## src/rtl/plic_lite.sv

```systemverilog
// Lightweight platform interrupt controller: level gateways, priority arbiter,
// and a single-claim offer/complete handshake toward the core's trap unit.
module plic_lite #(
    parameter int NSRC = 16
) (
    input  logic            clk,
    input  logic            rst_n,
    input  logic [NSRC-1:0] src_i,
    input  logic            reg_we_i,
    input  logic [4:0]      reg_addr_i,
    input  logic [31:0]     reg_wdata_i,
    output logic [31:0]     reg_rdata_o,
    output logic            ex_trap_valid_o,
    output logic [4:0]      ex_trap_id_o,
    input  logic            ex_trap_ready_i,
    input  logic            ex_trap_cplet_i,
    input  logic [4:0]      ex_trap_cplet_id_i
);

    typedef enum logic [1:0] {
        IDLE     = 2'd0,
        OFFER    = 2'd1,
        WAIT_CPL = 2'd2
    } state_e;

    localparam logic [15:0] SRC_MASK = 16'((32'd1 << NSRC) - 32'd1);

    localparam logic [2:0] IDX_ENABLE    = 3'd0;
    localparam logic [2:0] IDX_PENDING   = 3'd1;
    localparam logic [2:0] IDX_PRIO0     = 3'd2;
    localparam logic [2:0] IDX_PRIO1     = 3'd3;
    localparam logic [2:0] IDX_THRESHOLD = 3'd4;
    localparam logic [2:0] IDX_CLAIMED   = 3'd5;

    state_e            state_q, state_d;
    logic [15:0]       enable_q, enable_d;
    logic [15:0]       pending_q, pending_d;
    logic [15:0][3:0]  prio_q, prio_d;
    logic [3:0]        threshold_q, threshold_d;
    logic [4:0]        id_q, id_d;

    logic [15:0]       src_ext;
    logic [15:0]       busy_vec;
    logic [15:0]       claim_vec;
    logic              busy_vld;
    logic              claim;
    logic              win_vld;
    logic [4:0]        win_id;
    logic [3:0]        best_prio;
    logic              unused_addr_lsb;

    assign unused_addr_lsb = ^reg_addr_i[1:0];
    assign src_ext         = 16'(src_i) & SRC_MASK;

    // Only one claim is ever outstanding, so busy is implied by WAIT_CPL and id_q.
    assign busy_vld  = (state_q == WAIT_CPL);
    assign busy_vec  = busy_vld ? (16'd1 << id_q) : 16'd0;
    assign claim_vec = claim    ? (16'd1 << id_q) : 16'd0;

    // Strict compare while scanning upward keeps the lowest ID on priority ties;
    // seeding with the threshold excludes priority 0 and anything at/below it.
    always_comb begin
        best_prio = threshold_q;
        win_vld   = 1'b0;
        win_id    = 5'd0;
        for (int i = 0; i < 16; i++) begin
            if (enable_q[i] && pending_q[i] && (prio_q[i] > best_prio)) begin
                best_prio = prio_q[i];
                win_vld   = 1'b1;
                win_id    = 5'(i);
            end
        end
    end

    always_comb begin
        state_d = state_q;
        id_d    = id_q;
        claim   = 1'b0;
        case (state_q)
            IDLE: begin
                if (win_vld) begin
                    id_d    = win_id;
                    state_d = OFFER;
                end
            end
            OFFER: begin
                if (ex_trap_ready_i) begin
                    claim   = 1'b1;
                    state_d = WAIT_CPL;
                end
            end
            WAIT_CPL: begin
                if (ex_trap_cplet_i && (ex_trap_cplet_id_i == id_q)) begin
                    state_d = IDLE;
                end
            end
            default: state_d = IDLE;
        endcase
    end

    // Gateway: a set needs the bit clear and the source not in service.
    assign pending_d = (pending_q & ~claim_vec) | (src_ext & ~pending_q & ~busy_vec);

    always_comb begin
        enable_d    = enable_q;
        prio_d      = prio_q;
        threshold_d = threshold_q;
        if (reg_we_i) begin
            case (reg_addr_i[4:2])
                IDX_ENABLE:    enable_d    = reg_wdata_i[15:0] & SRC_MASK;
                IDX_PRIO0:     prio_d[7:0] = reg_wdata_i;
                IDX_PRIO1:     prio_d[15:8] = reg_wdata_i;
                IDX_THRESHOLD: threshold_d = reg_wdata_i[3:0];
                default:       ;
            endcase
        end
        for (int k = 0; k < 16; k++) begin
            if (k >= NSRC) begin
                prio_d[k] = 4'd0;
            end
        end
    end

    always_comb begin
        reg_rdata_o = 32'd0;
        case (reg_addr_i[4:2])
            IDX_ENABLE:    reg_rdata_o = {16'd0, enable_q};
            IDX_PENDING:   reg_rdata_o = {16'd0, pending_q};
            IDX_PRIO0:     reg_rdata_o = prio_q[7:0];
            IDX_PRIO1:     reg_rdata_o = prio_q[15:8];
            IDX_THRESHOLD: reg_rdata_o = {28'd0, threshold_q};
            IDX_CLAIMED:   reg_rdata_o = busy_vld ? {1'b1, 26'd0, id_q} : 32'd0;
            default:       reg_rdata_o = 32'd0;
        endcase
    end

    assign ex_trap_valid_o = (state_q == OFFER);
    assign ex_trap_id_o    = (state_q == OFFER) ? id_q : 5'd0;

    always_ff @(posedge clk) begin
        if (!rst_n) begin
            state_q     <= IDLE;
            enable_q    <= 16'd0;
            pending_q   <= 16'd0;
            prio_q      <= '0;
            threshold_q <= 4'd0;
            id_q        <= 5'd0;
        end else begin
            state_q     <= state_d;
            enable_q    <= enable_d;
            pending_q   <= pending_d;
            prio_q      <= prio_d;
            threshold_q <= threshold_d;
            id_q        <= id_d;
        end
    end

endmodule

```

## config.mk

```make
export PLATFORM = sky130hd
export DESIGN_NAME = plic_lite
export DESIGN_NICKNAME = d
export VERILOG_FILES = /design/src/rtl/plic_lite.sv
export SDC_FILE = /design/constraint.sdc
export NUM_CORES = 1
export LEC_CHECK = 0
export ABC_AREA = 1
export BUFFER_PORTS_ARGS = -buffer_cell sky130_fd_sc_hd__buf_2
export CORE_AREA = 3 3 164 126
export DETAILED_ROUTE_END_ITERATION = 16
export DIE_AREA = 0 0 167 129
export SLEW_MARGIN = 0
export SYNTH_ARGS = -nofsm -noshare
export SYNTH_HDL_FRONTEND = slang
export SYNTH_SLANG_ARGS = --single-unit
```

## constraint.sdc

```tcl
create_clock -name clk -period 36.2 [get_ports clk]
set_input_delay 5.43 -clock clk [delete_from_list [all_inputs] [get_ports clk]]
set_output_delay 5.43 -clock clk [all_outputs]
set_load 0.05 [all_outputs]
```

==> results.tsv, run 1 <==
metric	value	unit
status	completed	
netlist_area	7647	um^2
tightest_slew	1.177	ns
postCtsSetupRepairBufs	0	
synthDistinctLibCells	41	
cts_made_buffers	9	
yosys_most_used_dff	dfxtp_1	
comb_power_share	0.242	
die_h	129	um
synthArstFlopShare	0	
start_util	0.3980	
finalSetupTns	0	ns
core	19210	um^2
regToRegSetupSlack	17.17	ns
yosys.area.top_type	dfxtp_1	
cts_tree	done	
finClkSkew	0.008306	ns
drv_cap	0	
p_sw_frac	0.3429	
synth.most_common_cell	nand2_1	
rsz0062_at_grt	false	
area_delta_synth_final	12.42	%
dr.pass1.iters	5	
clock.fmax	0.05254	GHz
detail-route-antenna-nets	0	
period_minus_slack	19.03	ns
leakage	3.959	nW
rows	44	
timing.final.crit_share	0.5258	
cp.arrival	19.30	ns
grt_max_degree	79	
path_class	reg2reg	
power_density	36.14	nW/um^2
antenna_found_initial	0	
io_buffers	97	
clk_pin_slew_worst_paths	0.08	ns
synth_nets	1253	
drc_errors	0	
cp-start-kind	flop	
endpoint_kind	flop	
cts-root-buf	clkbuf_16	
clockBufferDepth	2	
yosysSeqAreaShare	0.2775	
critPathRequiredTime	36.46	ns
setup_viol	0	
ys_warn_count	0	
avgSynthCellArea	6.679	um^2
first_iter_violations	669	
hold_buffers	0	
grt_pass1_vias	7081	
die_w	167	um
slowest_stage	o21ai_0	
antenna_cells	0	
gr-usage-all-layers	0.2397	
gp_congestion	0.9332	
final_max_slew_viol_count	0	
grt_overflow	0	
vias_per_cell	5.497	
p_seq_frac	0.411	
hpwlAfterDp	20190	um
ctsResizeCount	0	
grt_pass1_wl	40250	um
slowest_delay	0.49	ns
internal_power	0.2041	mW
clk_latency	0.36	ns
slew_headroom	0.2122	
cts.htree.levels	3	
dpl.cell_count	1454	
dieArea	21540	um^2
synth_common_cells	207 x nand2_1, 139 x inv_1, 113 x nand3_1	
num_vias	8081	
ir_drop	0.00002200	V
cts.sinks	106	
pwr-share-clk	0.347	
nets	1320	
worstHoldPathType	reg2reg	
layoutNonFillerInstCount	1470	
synth_edf_count	0	
finalHoldViolCount	0	
crit_fanout	12	
power.switching	0.1065	mW
ioPinCount	101	
netlist.area_leader.share	0.2775	
synthesis.instances	1145	
wirelength	26450	um
drive_gt1_frac	0.1742	
synthTopCellsByArea	dfxtp_1 28%, nand2_1 10%, nand3_1 7.4%	
wl_per_cell	17.99	um
ys_ff_latch	106	
-- power by group through the flow --
stage          Clock (mW)  Combinational [mW]  Sequential [mW]
2_1_floorplan           0              0.0560            0.127
3_3_place_gp            0              0.0732            0.130
3_5_place_dp            0              0.0739            0.130
4_1_cts             0.109              0.0743            0.127
5_1_grt             0.114              0.0835            0.128
6_report            0.108              0.0751            0.128
-- placed cells by master (no fill, tap or decap), drive strengths merged --
cell	n
o21a	2
ha	45
nand3b	1
xor2	1
o22ai	20
o211ai	7
nand4	11
a22oi	8
nor3	4
o311ai	2
o21ai	120
nor2	98
a311oi	14
a221oi	3
a41oi	1
inv	148
nand3	125
a21boi	1
bufinv	1
clkinv	2
dfxtp	106
nand2	253
a221o	6
a21oi	98
o2111ai	2
o221ai	2
a2111oi	1
o21bai	20
buf	103
conb	1
clkbuf	11
-- metrics by stage --
stage / power (mW) / setup WS, ns / instance area, um^2 / util / hold slack (ns)
2_1_floorplan: 0.1833 / 20.47 / 7647 / - / 0.4432
3_3_place_gp: 0.2033 / 17.61 / 8277 / 0.4308 / 0.4576
3_5_place_dp: 0.2041 / 17.52 / 8277 / 0.4308 / 0.4628
4_1_cts: 0.3111 / 17.43 / 8597 / 0.4474 / 0.4757
5_1_grt: 0.3259 / 15.35 / 8597 / 0.4474 / 0.5023
6_report: 0.3107 / 17.17 / 8597 / 0.4474 / 0.4769
-- kinds of logic (layout without fill, tap and decap cells) --
| kind of cell | count (synthesis) | count (layout) | synth area share |
|---|---|---|---|
| other cells | 1 | 1 | 0.0004904 |
| compound gates | 307 | 307 | 0.2343 |
| simple gates | 492 | 492 | 0.3118 |
| fa+ha+maj | 45 | 45 | 0.07363 |
| xor+xnor | 1 | 1 | 0.001145 |
| buf+inv | 193 | 265 | 0.1011 |
| flops | 106 | 106 | 0.2775 |
-- state kept, by name (all words and copies together) (netlist names) --
name / flops
id_q: 4
prio_q: 64
pending_q: 16
state_q: 2
threshold_q: 4
enable_q: 16
-- layer usage --
| metal | part of all wire | up-vias | global-route usage | wire, um |
|---|---|---|---|---|
| met5 | 0 | - | 0 | 0 |
| met4 | 0.016 | 0 | 0.05674 | 434 |
| met3 | 0.083 | 25 | 0.04453 | 2198 |
| met2 | 0.41 | 293 | 0.3498 | 10840 |
| met1 | 0.49 | 3748 | 0.3638 | 12970 |
| li1 | - | 4015 | - | - |
-- final cells by class --
| cell class | count | area [um^2] |
|---|---|---|
| clock inverters | 5 | 67.56 |
| clock buffers | 11 | 252.7 |
| flip-flops and latches | 106 | 2122 |
| fillers | 2025 | 10620 |
| repair buffers | 103 | 530.5 |
| inverters | 146 | 548.0 |
| multi-input cells | 846 | 4760 |
| well taps | 253 | 316.6 |
-- path summary, 6_finish.rpt --
| path | startpoint | to | depth (start not counted) |
|---|---|---|---|
| worst max register to register | threshold_q[2] | id_q[3] | 123 |
| worst min register to register | enable_q[5] | enable_q[5] | 2 |
| worst max-delay path | threshold_q[2] | id_q[3] | 123 |
| worst min-delay path | enable_q[5] | enable_q[5] | 2 |
-- critical path: cells and delay by family, from the launching register on --
family,cells,cell delay (ns)
AOI/OAI and AO/OA,26,4.81
adders and majority gates,16,5.01
buffers and inverters,17,1.04
DFF,1,0.41
and+or+nand+nor,64,7.57
No activity file was read; power rests on OpenSTA's default activity.
==> run 2, diff against run 1 <==
- clock period: 36.2 -> 18.62 ns (I/O delays scaled with it)
==> run 2 against run 1 <==
Die area unchanged. Largest power group unchanged. Clock skew down 0.0020 ns. Non-clock buffer count increased by 8. Via count about the same. Global-route usage rose by 0.51 points. Critical path depth fell by 1. Core utilization rose by 0.81 points. Clock power rose by 73%. Final cell count up 0.61%.
==> results.tsv, run 2 (synthesized netlist as in run 1, its figures left out) <==
metric	value	unit	change
status	completed		unchanged
nets	1330		was 1320
hpwlAfterDp	20210	um	was 20190 um
pwr-share-clk	0.315		was 0.347
cts-root-buf	clkbuf_16		unchanged
drive_gt1_frac	0.1958		was 0.1742
regMostFlops	prio_q		unchanged
grt_overflow	0		unchanged
largestRegisters	prio_q (64), enable_q (16), pending_q (16)		unchanged
tightest_slew	1.201	ns	was 1.177 ns
cts_made_buffers	9		unchanged
final_common_cell	nand2_1		unchanged
clockBufferDepth	2		unchanged
comb_power_share	0.266		was 0.242
finalHoldViolCount	0		unchanged
ir_drop	0.00004313	V	was 0.00002200 V
hold_start	enable_q[6]		was enable_q[5]
timing.hold.ws	0.4797	ns	was 0.4769 ns
finalSetupTns	0	ns	unchanged
first_iter_violations	786		was 669
vias_per_cell	5.461		was 5.497
final_max_slew_viol_count	0		unchanged
endpoint_kind	flop		unchanged
clock.fmax	0.05809	GHz	was 0.05254 GHz
clk_latency	0.36	ns	about the same
antenna_cells	0		unchanged
cts.sinks	106		unchanged
p_sw_frac	0.3593		was 0.3429
gr-usage-all-layers	0.2448		was 0.2397
drc_errors	0		unchanged
timing.final.crit_share	0.9246		was 0.5258
core	19210	um^2	unchanged
grt_pass1_wl	41290	um	was 40250 um
wl_per_cell	18.20	um	was 17.99 um
period_minus_slack	17.22	ns	was 19.03 ns
p_seq_frac	0.419		was 0.411
cp-start-kind	flop		unchanged
detail-route-antenna-nets	0		unchanged
area_delta_synth_final	14.46	%	was 12.42%
worstHoldPathType	reg2reg		unchanged
die_w	167	um	unchanged
power.switching	0.2128	mW	was 0.1065 mW
crit_fanout	12		unchanged
r2r-end	state_q[0]		was id_q[3]
cts.htree.levels	3		unchanged
setup_viol	0		unchanged
placed_area	8292	um^2	was 8277 um^2
wirelength	26920	um	was 26450 um
finClkSkew	0.006305	ns	was 0.008306 ns
ioPinCount	101		unchanged
gp_congestion	0.9069		was 0.9332
r2r_cells	122		was 123
leakage	4.028	nW	was 3.959 nW
drv_cap	0		unchanged
critPathRequiredTime	18.82	ns	was 36.46 ns
grt_pass1_vias	7293		was 7081
internal_power	0.3795	mW	was 0.2041 mW
cp.arrival	17.41	ns	was 19.30 ns
crit_top_cell	nand2_4		
start_util	0.3980		unchanged
path_class	reg2reg		unchanged
cts_tree	done		unchanged
antenna_found_initial	0		unchanged
slew_headroom	0.1966		was 0.2122
slowest_stage	dfxtp_2		was o21ai_0
die_h	129	um	unchanged
slowest_delay	0.37	ns	was 0.49 ns
hold_depth	2		unchanged
dr.pass1.iters	6		was 5
dieArea	21540	um^2	unchanged
r2r-start	threshold_q[2]		unchanged
clk_pin_slew_worst_paths	0.08	ns	about the same
io_buffers	97		unchanged
grt_max_degree	79		unchanged
power_density	67.66	nW/um^2	was 36.14 nW/um^2
regToRegSetupSlack	1.40	ns	was 17.17 ns
rows	44		unchanged
min_to	enable_q[6]		was enable_q[5]
final_util	0.4556		was 0.4474
final_cell_mix	204 x nand2_1, 137 x inv_1, 110 x nand3_1		was 206 x nand2_1, 139 x inv_1, 113 x nand3_1
largest_reg_flops	64		unchanged
num_vias	8077		was 8081
fin_area	8753	um^2	was 8597 um^2
-- run 2: cell types whose count changed in the layout (fill, tap and decap cells not counted), moves of 3 or more --
| cell | previous run | this run |
|---|---|---|
| nand2_2 | 36 | 33 |
| o21ai_0 | 112 | 96 |
| o21ai_1 | 6 | 14 |
| nand2_4 | 11 | 18 |
| o21ai_2 | 2 | 9 |
| buf_4 | 6 | 14 |
| nand3_1 | 113 | 110 |
-- run 2: power by group through the flow --
stage	Clock [mW]	Combinational, mW	Sequential [mW]
5_1_grt	0.199	0.174	0.250
3_3_place_gp	0	0.143	0.253
6_report	0.187	0.157	0.248
3_5_place_dp	0	0.144	0.253
4_1_cts	0.189	0.145	0.248
2_1_floorplan	0	0.109	0.247
-- run 2: layout make-up --
| type | instances | area, um^2 |
|---|---|---|
| Timing Repair Buffer | 111 | 590.6 |
| Fill cell | 1967 | 10460 |
| Multi-Input combinational cell | 848 | 4907 |
| Tap cell | 253 | 316.6 |
| Inverter | 146 | 548.0 |
| Clock buffer | 10 | 229.0 |
| Clock inverter | 5 | 38.79 |
| Sequential cell | 106 | 2123 |
-- run 2: stage by stage --
stage / cells / power, mW / setup WS, ns
after floorplan: 1145 / 0.3564 / 2.894
final: 1479 / 0.5923 / 1.405
after global routing: 1479 / 0.6228 / -0.08210
after global placement: 1456 / 0.3955 / 0.3659
after CTS: 1471 / 0.5820 / 0.1607
after detailed placement: 1456 / 0.3973 / 0.2602
-- run 2: critical path, delay by kind of cell (launching register included) --
kind | cells | cell delay, ns
AO/OA/AOI/OAI | 27 | 4.05
adder cells (fa/ha/maj) | 16 | 4.81
buffers and inverters | 18 | 1.10
flip-flops | 1 | 0.37
AND/OR/NAND/NOR | 61 | 6.68
-- run 2: worst max path at each step --
stage	start	endpoint	slack, ns	depth (start not counted)
floorplan	threshold_q[2]	id_q[3]	2.89	140
global placement	threshold_q[2]	id_q[3]	0.37	121
detailed placement	threshold_q[2]	id_q[3]	0.26	120
CTS	threshold_q[2]	id_q[3]	0.16	122
global route	threshold_q[2]	id_q[3]	-0.08	131
finish	threshold_q[2]	state_q[0]	1.40	122
-- run 2: what timing repair did --
action,in CTS,in global routing
hold endpoints to repair,0,0
gates resized for setup,0,47
hold buffers,0,0
endpoints found under the setup margin,0,5
buffers inserted,0,6
-- run 2: layer usage --
| metal | share of wire | track usage |
|---|---|---|
| met3 | 0.069 | 0.04392 |
| met1 | 0.50 | 0.3705 |
| met2 | 0.42 | 0.3599 |
| met5 | 0 | 0 |
| met4 | 0.015 | 0.05820 |
==> run 3, diff against run 2 <==
- PLACE_DENSITY: not set -> 0.65
==> run 3 against run 2 <==
Flip-flop and latch count is the same. Sequential share of layout area shrank 0.13 points. Count of clock-buffer cells in the layout grew 1. Sequential power is essentially flat. Wire length shrank 1.7%. Clock skew shrank 0.0025 ns. Combinational power is essentially flat. Die area is the same. Worst hold slack lost 0.0044 ns. Setup slack lost 0.066 ns. Total power grew 1.4%. Final cell count grew 0.61%. Critical path type unchanged.
==> results.tsv, run 3 (synthesized netlist as in run 1, its figures left out) <==
metric	value	unit	change
layoutNonFillerInstCount	1488		was 1479
timing.final.crit_share	0.9281		was 0.9246
ir_drop	0.00003702	V	was 0.00004313 V
core	19210	um^2	unchanged
cts_tree	done		unchanged
seq_area	2123	um^2	unchanged
wl_per_cell	17.78	um	was 18.20 um
grt_pass1_wl	40820	um	was 41290 um
clockBufferDepth	2		unchanged
grt_overflow	0		unchanged
timing.hold.ws	0.4753	ns	was 0.4797 ns
num_vias	8284		was 8077
grt_pass1_vias	7334		was 7293
leakage	4.068	nW	was 4.028 nW
regMostFlops	prio_q		unchanged
dr.pass1.iters	6		unchanged
critical_path_buf_inv_count	19		was 18
gp_congestion	0.9370		was 0.9069
period_minus_slack	17.28	ns	was 17.22 ns
clk_latency	0.37	ns	was 0.36 ns
gr-usage-all-layers	0.2388		was 0.2448
area_delta_synth_final	15.07	%	was 14.46%
regToRegSetupSlack	1.34	ns	was 1.40 ns
rows	44		unchanged
largestRegisters	prio_q (64), enable_q (16), pending_q (16)		unchanged
setup_viol	0		unchanged
final_util	0.4580		was 0.4556
drive_gt1_frac	0.1943		was 0.1958
cp.arrival	17.55	ns	was 17.41 ns
final_common_cell	nand2_1		unchanged
cp_top_family	simple AND/OR/NAND/NOR gates		unchanged
slowest_delay	0.37	ns	about the same
cts.htree.levels	3		unchanged
wirelength	26450	um	was 26920 um
first_iter_violations	932		was 786
slew_headroom	0.2555		was 0.1966
cts.sinks	106		unchanged
final_cell_mix	204 x nand2_1, 137 x inv_1, 110 x nand3_1		unchanged
die_w	167	um	unchanged
final_max_slew_viol_count	0		unchanged
worstHoldPathType	reg2reg		unchanged
tightest_slew	1.113	ns	was 1.201 ns
ioPinCount	101		unchanged
dieArea	21540	um^2	unchanged
clock.fmax	0.05787	GHz	was 0.05809 GHz
placed_area	8292	um^2	unchanged
grt_max_degree	79		unchanged
finalHoldViolCount	0		unchanged
cts-root-buf	clkbuf_16		unchanged
nets	1338		was 1330
antenna_found_initial	0		unchanged
start_util	0.3980		unchanged
detail-route-antenna-nets	0		unchanged
vias_per_cell	5.567		was 5.461
clk_pin_slew_worst_paths	0.08	ns	about the same
dpl.cell_count	1456		unchanged
critPathRequiredTime	18.89	ns	was 18.82 ns
finClkSkew	0.003844	ns	was 0.006305 ns
fillCellCount	1944		was 1967
crit_fanout	12		unchanged
path_class	reg2reg		unchanged
status	completed		unchanged
fin_area	8800	um^2	was 8753 um^2
die_h	129	um	unchanged
cp-start-kind	flop		unchanged
slowest_stage	dfxtp_2		unchanged
cts_made_buffers	9		unchanged
endpoint_kind	flop		unchanged
multi_input_area	4871	um^2	was 4907 um^2
drc_errors	0		unchanged
antenna_cells	0		unchanged
hpwlAfterDp	19670	um	was 20210 um
drv_cap	0		unchanged
io_buffers	97		unchanged
largest_reg_flops	64		unchanged
power_density	68.27	nW/um^2	was 67.66 nW/um^2
==> run 3: cell count changes in the layout (fill, tap and decap cells not counted), moves of 2 or more <==
cell / delta
inv_6: -2
inv_8: +2
buf_4: +8
o21ai_1: +7
o21ai_2: -6
==> run 3: final timing paths <==
kind                  startpoint           to  depth (start not counted)
setup / recovery  threshold_q[2]      id_q[0]                        125
hold / removal       enable_q[7]  enable_q[7]                          2
setup reg to reg  threshold_q[2]      id_q[0]                        125
hold reg to reg      enable_q[7]  enable_q[7]                          2
==> run 3: final cells by class <==
type	instances	area share
multi-input cells	848	0.5535
clock buffers	11	0.02758
flip-flops and latches	106	0.2413
repair buffers	119	0.07394
well taps	253	0.03597
clock inverters	5	0.005403
inverters	146	0.06228
==> run 3: worst min-delay path, stage by stage, from the launching register on <==
cell	delay (ns)
dfxtp_1	0.31
inv_1	0.07
a21oi_1	0.05
==> run 3: report_power, final <==
group          switching (mW)  total [mW]  internal, mW
combinational           0.105       0.157        0.0524
clock                  0.0977       0.195        0.0971
sequential             0.0120       0.248         0.236
total                   0.215       0.601         0.386
==> run 3: routing by layer <==
layer | track usage | up-vias | wire length (um)
met5 | 0 | - | 0
li1 | - | 4052 | -
met1 | 0.3502 | 3856 | 12320
met3 | 0.03808 | 42 | 2195
met4 | 0.07614 | 0 | 643
met2 | 0.3596 | 334 | 11290
==> run 3: stage by stage <==
stage,setup slack [ns],power (mW),setup TNS (ns)
2_1_floorplan,2.894,0.3564,0
3_3_place_gp,0.2963,0.3946,0
3_5_place_dp,0.2344,0.3967,0
4_1_cts,0.1223,0.5906,0
5_1_grt,-0.1500,0.6288,-0.5249
6_report,1.339,0.6008,0
==> run 3: repair_timing <==
action | in CTS | in global routing
hold buffers | 0 | 0
buffers inserted | 0 | 14
resized for setup | 0 | 40
endpoints found under the setup margin | 0 | 5
